`config.mk`:
```
export PLATFORM = sky130hd
export DESIGN_NAME = async_fifo
export DESIGN_NICKNAME = d
export VERILOG_FILES = /design/src/rtl/async_fifo.sv
export SDC_FILE = /design/constraint.sdc
export NUM_CORES = 1
export LEC_CHECK = 0
export ABC_CLOCK_PERIOD_IN_PS = 5600
export CAP_MARGIN = 10
export CORE_ASPECT_RATIO = 0.75
export CORE_UTILIZATION = 47
export DETAILED_ROUTE_END_ITERATION = 6
export GPL_TIMING_DRIVEN = 0
export HOLD_SLACK_MARGIN = 0.02
export PLACE_DENSITY = 0.68
export SYNTH_ARGS = -nofsm -noshare
export SYNTH_HDL_FRONTEND = slang
export SYNTH_SLANG_ARGS = --single-unit
```
`constraint.sdc`:
```
create_clock -name clk -period 5.6 [get_ports clk]
set_clock_uncertainty 0.2 [all_clocks]
set_input_delay 1.4 -clock clk [delete_from_list [all_inputs] [get_ports clk]]
set_output_delay 1.4 -clock clk [all_outputs]
set_load 0.01 [all_outputs]
```
`src/rtl/async_fifo.sv`:
```
//==============================================================================
// Module   : async_fifo
// Brief    : Single-clock FIFO with first-word fall-through read data and
//            full / almost-full / empty / almost-empty status flags.
// Revision : 1.0 - initial release
//==============================================================================
`default_nettype none

module async_fifo #(
    parameter int DSIZE = 16,
    parameter int ASIZE = 4
) (
    input  logic             clk,
    input  logic             rst,
    input  logic             winc,
    input  logic [DSIZE-1:0] wdata,
    output logic             wfull,
    output logic             awfull,
    input  logic             rinc,
    output logic [DSIZE-1:0] rdata,
    output logic             rempty,
    output logic             arempty
);

    localparam int DEPTH = 1 << ASIZE;

    // Occupancy values of interest, expressed in pointer width.
    localparam logic [ASIZE:0] c_CNT_FULL  = {1'b1, {ASIZE{1'b0}}};
    localparam logic [ASIZE:0] c_CNT_AFULL = {1'b0, {ASIZE{1'b1}}};
    localparam logic [ASIZE:0] c_CNT_ZERO  = {(ASIZE+1){1'b0}};
    localparam logic [ASIZE:0] c_CNT_ONE   = {{ASIZE{1'b0}}, 1'b1};

    logic [DSIZE-1:0] r_mem [DEPTH];
    logic [ASIZE:0]   r_wptr;
    logic [ASIZE:0]   r_rptr;
    logic [ASIZE:0]   w_count;
    logic             w_push;
    logic             w_pop;

    // Wrap bit makes the modulo difference distinguish full from empty.
    assign w_count = r_wptr - r_rptr;

    assign rempty  = (w_count == c_CNT_ZERO);
    assign wfull   = (w_count == c_CNT_FULL);
    assign awfull  = (w_count == c_CNT_AFULL);
    assign arempty = (w_count == c_CNT_ONE);

    assign w_push  = winc & ~wfull;
    assign w_pop   = rinc & ~rempty;

    assign rdata   = r_mem[r_rptr[ASIZE-1:0]];

    always_ff @(posedge clk) begin
        if (w_push) begin
            r_mem[r_wptr[ASIZE-1:0]] <= wdata;
        end
    end

    always_ff @(posedge clk) begin
        if (rst) begin
            r_wptr <= '0;
            r_rptr <= '0;
        end else begin
            if (w_push) begin
                r_wptr <= r_wptr + c_CNT_ONE;
            end
            if (w_pop) begin
                r_rptr <= r_rptr + c_CNT_ONE;
            end
        end
    end

endmodule

`default_nettype wire

```
Word level (Yosys, flattened, before mapping)
Memories as Yosys holds them, arrays and structs flattened. A register that Yosys moved wholly into a read port is not among the register bits.
Cells that the tools add are included.
{"block": "op_classes", "addsub": 3, "eq_ne": 3, "muxes": 4, "bitwise": 4, "n_reduce_logical": 1}
{"op": "5-bit by 1-bit adder with 5-bit output (second input constant)", "count": 2}
{"op": "4-bit 2-to-1 mux", "count": 2}
{"op": "5-bit by 1-bit == test with 1-bit output (second input constant)", "count": 1}
{"op": "5-bit by 4-bit == test with 1-bit output (second input constant)", "count": 1}
{"op": "5-bit == test (second input constant)", "count": 1}
{"op": "5-bit logical NOT", "count": 1}
{"op": "5-bit subtractor", "count": 1}
{"op": "1-bit AND", "count": 2}
{"op": "1-bit 2-to-1 mux", "count": 2}
{"op": "1-bit inverter", "count": 2}
{"block": "word_totals", "regBits": 10, "ramBits": 256, "input_bits": 20, "output_inout_bits": 20, "elab_cells": 18, "memories": 1}
{"memory": "r_mem", "depth": 16, "width": 16, "rd": 1, "rd_clocked_by_memory_dff": 1, "write_ports": 1, "line": "33", "rtl": "logic [DSIZE-1:0] r_mem [DEPTH];"}

Depth between registers and ports, before layout
Gate-level depths: netlist of the first run.
{"block": "logic_depth", "ltp_word": 6, "mapped_depth": 11, "ltp_nobuf": 9}

Worst setup path after synthesis of the first run
OpenSTA, ideal clock, no wires.
{"block": "synth_path", "path_type": "register to register", "start": "reg r_wptr[0]", "end": "mem r_mem[3][0], enable pin", "setup_ns": 0.430, "t_arrival_ns": 3.568, "required_ns": 4.970, "path_slack_ns": 1.402, "path_stages_with_launch": 10, "path_buffers": 1, "period_less_slack_ns": 4.198, "path_cell_list": "dfxtp_1 -> inv_1 -> ha_1 -> inv_1 -> fa_1 -> and3_4 -> or3_4 -> o2111a_1 -> buf_4 -> nor4_1"}
{"block": "synth_via", "elab_chain_len": 6}
{"item": "from (decl)", "line": "34", "rtl": "logic [ASIZE:0] r_wptr;"}
{"item": "from (signal assigned)", "line": "65", "rtl": "r_wptr <= r_wptr + c_CNT_ONE;"}
{"item": "5-bit subtractor", "line": "41", "rtl": "assign w_count = r_wptr - r_rptr;"}
{"item": "5-bit == test", "line": "44", "rtl": "assign wfull = (w_count == c_CNT_FULL);"}
{"item": "via wfull", "line": "17", "rtl": "output logic wfull,"}
{"item": "1-bit inverter", "line": "48", "rtl": "assign w_push = winc & ~wfull;"}
{"item": "1-bit AND", "line": "48"}
{"item": "1-bit 2-to-1 mux", "line": "54", "rtl": "if (w_push) begin"}
{"item": "1-bit 2-to-1 mux (not written as such)", "line": "55", "rtl": "r_mem[r_wptr[ASIZE-1:0]] <= wdata;"}
{"item": "to (decl)", "line": "33"}
The timed path passes the listed nets, and every way through them passes these cells.

Worst setup path in the final report of the first run
{"block": "layout_path", "start": "reg r_wptr[0]", "end": "out arempty"}
{"block": "layout_via", "elab_chain_len": 2}
{"item": "5-bit subtractor", "line": "41"}
{"item": "5-bit by 1-bit == test with 1-bit output", "line": "46", "rtl": "assign arempty = (w_count == c_CNT_ONE);"}
{"item": "to (decl)", "line": "22", "rtl": "output logic arempty"}
No other way between the ends.

==> reports/metrics.json, run 1 <==
{
  "critPathKind": {"value": "reg -> out"},
  "cap_viol_max_count": {"value": 0},
  "rsz0062_at_grt": {"value": "false"},
  "wl": {"value": 20900, "unit": "um"},
  "final_antenna_net_count": {"value": 0},
  "cellPowerDensity": {"value": 442, "unit": "mW/mm^2"},
  "slew-limit-headroom": {"value": 0.250},
  "design_area": {"value": 0.0122, "unit": "mm^2"},
  "hold_class": {"value": "reg -> reg"},
  "synth.cell_area": {"value": 0.0106, "unit": "mm^2"},
  "cts_root_buffer": {"value": "sky130_fd_sc_hd__clkbuf_16"},
  "placed_cell_area": {"value": 0.0114, "unit": "mm^2"},
  "tightestPinTransition": {"value": 1.13, "unit": "ns"},
  "layout_min_cycle_time": {"value": 5.08, "unit": "ns"},
  "crit_buf_inv": {"value": 3},
  "die_area": {"value": 0.0232, "unit": "mm^2"},
  "crit_path_cell_trace": {"value": "inv_1, ha_1, inv_1, fa_1, and3_4, or3_4, a21oi_1, nor4b_1, clkdlybuf4s50_1"},
  "routed_wl_per_cell": {"value": 24.3, "unit": "um"},
  "worst_setup_hold_path_clk_slew": {"value": 0.06, "unit": "ns"},
  "largest_net_degree_at_the_start_of_global_routing": {"value": 17},
  "netlist_instances": {"value": 476},
  "vias_in_the_first_global_route": {"value": 5099},
  "finalMaxSlewViolations": {"value": 0},
  "drtIter0Drc": {"value": 555},
  "clock_tree_from_tritoncts": {"value": "yes"},
  "data_required_time_at_the_worst_endpoint": {"value": 4.00, "unit": "ns"},
  "ys_seq_area_frac": {"value": 0.751},
  "max_freq": {"value": 197, "unit": "MHz"},
  "hold-worst-slack": {"value": 0.306, "unit": "ns"},
  "reg2regPathDepth": {"value": 11},
  "post-route-drc-count": {"value": 0},
  "kind_of_launch_point_of_the_worst_setup_path": {"value": "flop"},
  "coreArea": {"value": 0.0221, "unit": "mm^2"},
  "place.port_buffers": {"value": 39},
  "synth.avg_cell_area": {"value": 22.3, "unit": "um^2"},
  "n_antenna_cell": {"value": 0},
  "final.period_utilization": {"value": 0.906},
  "ctsHtreeMaxLevel": {"value": 1},
  "grt_overflow_total": {"value": 0},
  "layout_common_cells": {"value": "256 x sky130_fd_sc_hd__edfxtp_1, 80 x sky130_fd_sc_hd__mux4_2, 39 x sky130_fd_sc_hd__clkdlybuf4s50_1, 27 x sky130_fd_sc_hd__clkbuf_16, 16 x sky130_fd_sc_hd__clkbuf_1"},
  "most_frequent_cell_on_critical_path": {"value": "sky130_fd_sc_hd__inv_1"},
  "irDropWorstVdd": {"value": 0.237, "unit": "mV"},
  "final-hold-violation-count": {"value": 0},
  "cells_taking_the_most_area_after_synthesis": {"value": "sky130_fd_sc_hd__edfxtp_1 72%, sky130_fd_sc_hd__mux4_2 17%, sky130_fd_sc_hd__dfxtp_1 2.6%"},
  "grt_util_all_layers": {"value": 0.187},
  "dr_total_vias": {"value": 4992},
  "detailedRoute.firstPassIterationCount": {"value": 4},
  "worstSetupEndpointType": {"value": "primary output"},
  "arrival": {"value": 3.48, "unit": "ns"},
  "most_common_cell_after_layout_fill_and_taps_aside": {"value": "sky130_fd_sc_hd__edfxtp_1"},
  "synth.yosys.warnings": {"value": 0},
  "post-cts-setup-buffers": {"value": 0},
  "crit_slowest_cell": {"value": "sky130_fd_sc_hd__clkdlybuf4s50_1"},
  "yosys_register_bits": {"value": 270},
  "setup_viol_count_final": {"value": 0},
  "number_of_antenna_violations_at_the_first_check_in_global_routing": {"value": 1},
  "placementRows": {"value": 47},
  "synth_largest_type_area_fraction": {"value": 0.725},
  "critical_path.max_fanout": {"value": 5},
  "post_cts_resized": {"value": 0},
  "globalplace.congestion": {"value": 0.757},
  "synth_cell_type_count": {"value": 42},
  "global_route_wire_length_before_repair": {"value": 31400, "unit": "um"},
  "syn_to_final_growth": {"value": 14.7, "unit": "%"},
  "critical_path_depth": {"value": 9},
  "filler_cell_count": {"value": 1670},
  "postCtsHoldBufs": {"value": 0},
  "cts-buffers-inserted": {"value": 26},
  "totalNegativeSetupSlack": {"value": 0, "unit": "ns"},
  "layout-drive-gt1-share": {"value": 0.244},
  "netlist.top_cell.by_area": {"value": "sky130_fd_sc_hd__edfxtp_1"},
  "clkSinkCount": {"value": 270},
  "critical-path-top-delay-family": {"value": "simple AND/OR/NAND/NOR gates"},
  "outcome": {"value": "finished clean"},
  "mappedNetlistNets": {"value": 506},
  "power.leakage": {"value": 3.80, "unit": "nW"},
  "avgViaCountPerCell": {"value": 5.81},
  "die_outline_width": {"value": 175, "unit": "um"},
  "initial_core_util": {"value": 0.480},
  "hpwlAfterDp": {"value": 12800, "unit": "um"},
  "insertion_delay": {"value": 0.52, "unit": "ns"},
  "clockBufferDepth": {"value": 3},
  "final_nets": {"value": 576},
  "die_height": {"value": 132, "unit": "um"},
  "critical_path.max_stage_delay": {"value": 0.63, "unit": "ns"},
  "min_path_cells": {"value": 2},
  "fin_total_pwr": {"value": 5.38, "unit": "mW"},
  "floorplan.io_pins": {"value": 40}
}
==> metal layers <==
metal	share of wire	vias up	GRT usage
met2	0.47	165	0.291
li1	-	2152	-
met4	0.020	0	0.0464
met5	0	-	0
met3	0.053	28	0.0303
met1	0.45	2647	0.280
==> synth_stat cells <==
library cell and instances:
sky130_fd_sc_hd__mux4_2 80, sky130_fd_sc_hd__mux2i_1 1, sky130_fd_sc_hd__and3_1 15, sky130_fd_sc_hd__inv_1 9
sky130_fd_sc_hd__nand2_1 2, sky130_fd_sc_hd__nor4b_1 1, sky130_fd_sc_hd__clkbuf_1 10, sky130_fd_sc_hd__dfxtp_1 14
sky130_fd_sc_hd__buf_2 7, sky130_fd_sc_hd__and3_4 1, sky130_fd_sc_hd__nor4_1 1, sky130_fd_sc_hd__nand4_1 2
sky130_fd_sc_hd__a21oi_1 13, sky130_fd_sc_hd__and2_1 1, sky130_fd_sc_hd__a21o_2 1, sky130_fd_sc_hd__a221oi_4 1
sky130_fd_sc_hd__nand3_1 4, sky130_fd_sc_hd__nor2b_1 2, sky130_fd_sc_hd__xnor2_1 2, sky130_fd_sc_hd__nand3b_1 2
sky130_fd_sc_hd__clkbuf_2 1, sky130_fd_sc_hd__nor2_1 7, sky130_fd_sc_hd__or3_4 1, sky130_fd_sc_hd__o21ai_0 9
sky130_fd_sc_hd__buf_4 1, sky130_fd_sc_hd__or3_1 3, sky130_fd_sc_hd__xor2_1 1, sky130_fd_sc_hd__nor2b_4 1
sky130_fd_sc_hd__mux2_2 3, sky130_fd_sc_hd__buf_6 1, sky130_fd_sc_hd__and4_1 1, sky130_fd_sc_hd__buf_1 2
sky130_fd_sc_hd__fa_1 1, sky130_fd_sc_hd__nor3_2 1, sky130_fd_sc_hd__or3_2 3, sky130_fd_sc_hd__and3b_2 1
sky130_fd_sc_hd__a21o_1 1, sky130_fd_sc_hd__o2111a_1 1, sky130_fd_sc_hd__nand2b_1 2, sky130_fd_sc_hd__edfxtp_1 256
sky130_fd_sc_hd__nor3_1 1, sky130_fd_sc_hd__ha_1 9
==> final timing paths <==
| kind | from | to | slack (ns) |
|---|---|---|---|
| max | r_wptr[0] | arempty | 0.52 |
| min | r_rptr[4] | r_rptr[4] | 0.31 |
| max reg2reg | r_wptr[0] | r_mem[6][4] | 1.58 |
| min reg2reg | r_rptr[4] | r_rptr[4] | 0.31 |
==> worst register-to-register path, cell delays in order (launching register included) <==
cell	delay [ns]
sky130_fd_sc_hd__dfxtp_1	0.35
sky130_fd_sc_hd__inv_1	0.14
sky130_fd_sc_hd__ha_1	0.19
sky130_fd_sc_hd__inv_1	0.06
sky130_fd_sc_hd__fa_1	0.44
sky130_fd_sc_hd__and3_4	0.19
sky130_fd_sc_hd__or3_4	0.41
sky130_fd_sc_hd__o2111a_1	0.15
sky130_fd_sc_hd__buf_4	0.18
sky130_fd_sc_hd__nor2b_4	0.17
sky130_fd_sc_hd__buf_2	0.21
sky130_fd_sc_hd__and3_1	0.92
==> metrics by stage <==
step | cells | setup WS (ns) | util
2_1_floorplan | 476 | 1.40 | -
3_3_place_gp | 809 | -0.161 | 0.514
3_5_place_dp | 812 | 1.06 | 0.516
4_1_cts | 859 | 0.497 | 0.550
5_1_grt | 859 | 0.370 | 0.550
6_report | 859 | 0.524 | 0.550
==> sequential cells by signal, summed over array words and instances (netlist names), named ones only <==
| name | flops |
|---|---|
| r_mem | 256 |
| r_rptr | 5 |
| r_wptr | 5 |
==> power by group <==
part / total, mW / internal [mW] / switching, mW
registers: 2.34 / 2.30 / 0.0319
clock network: 1.56 / 0.875 / 0.690
logic: 1.48 / 0.768 / 0.713
total: 5.38 / 3.95 / 1.43
==> area by class of cell <==
class	instances	area (um^2)	share of cell area
plain buffers	22	104	0.00854
repair buffers	42	424	0.0349
flip-flops and latches	270	7970	0.655
multi-input cells	175	2510	0.206
clock inverters	14	60.1	0.00494
inverters	9	33.8	0.00278
well taps	294	368	0.0302
clock buffers	33	698	0.0574
==> kinds of logic after synthesis <==
group,after synthesis,synth area share
adder cells (fa/ha/maj),10,0.0125
AND/OR/NAND/NOR,52,0.0314
AO/OA/AOI/OAI,26,0.0155
flip-flops,270,0.751
multiplexers,84,0.174
XOR/XNOR,3,0.00248
buffers and inverters,31,0.0130
Power figures use the tool's default switching activity.
==> inputs of run 2 (changes only) <==
--- a/constraint.sdc
+++ b/constraint.sdc
@@ -4,2 +4,2 @@
 set_output_delay 1.4 -clock clk [all_outputs]
-set_load 0.01 [all_outputs]
+set_load 0.05 [all_outputs]
==> results of run 2 <==
The final DEF is identical to that of run 1. Status: finished clean.
Among the figures that moved: setup slack after placement 1.06 ns -> 0.840 ns; setup slack after layout 0.524 ns -> 0.257 ns; total power 5.38 mW -> 5.68 mW; worst IR drop on VDD 0.237 mV -> 0.239 mV
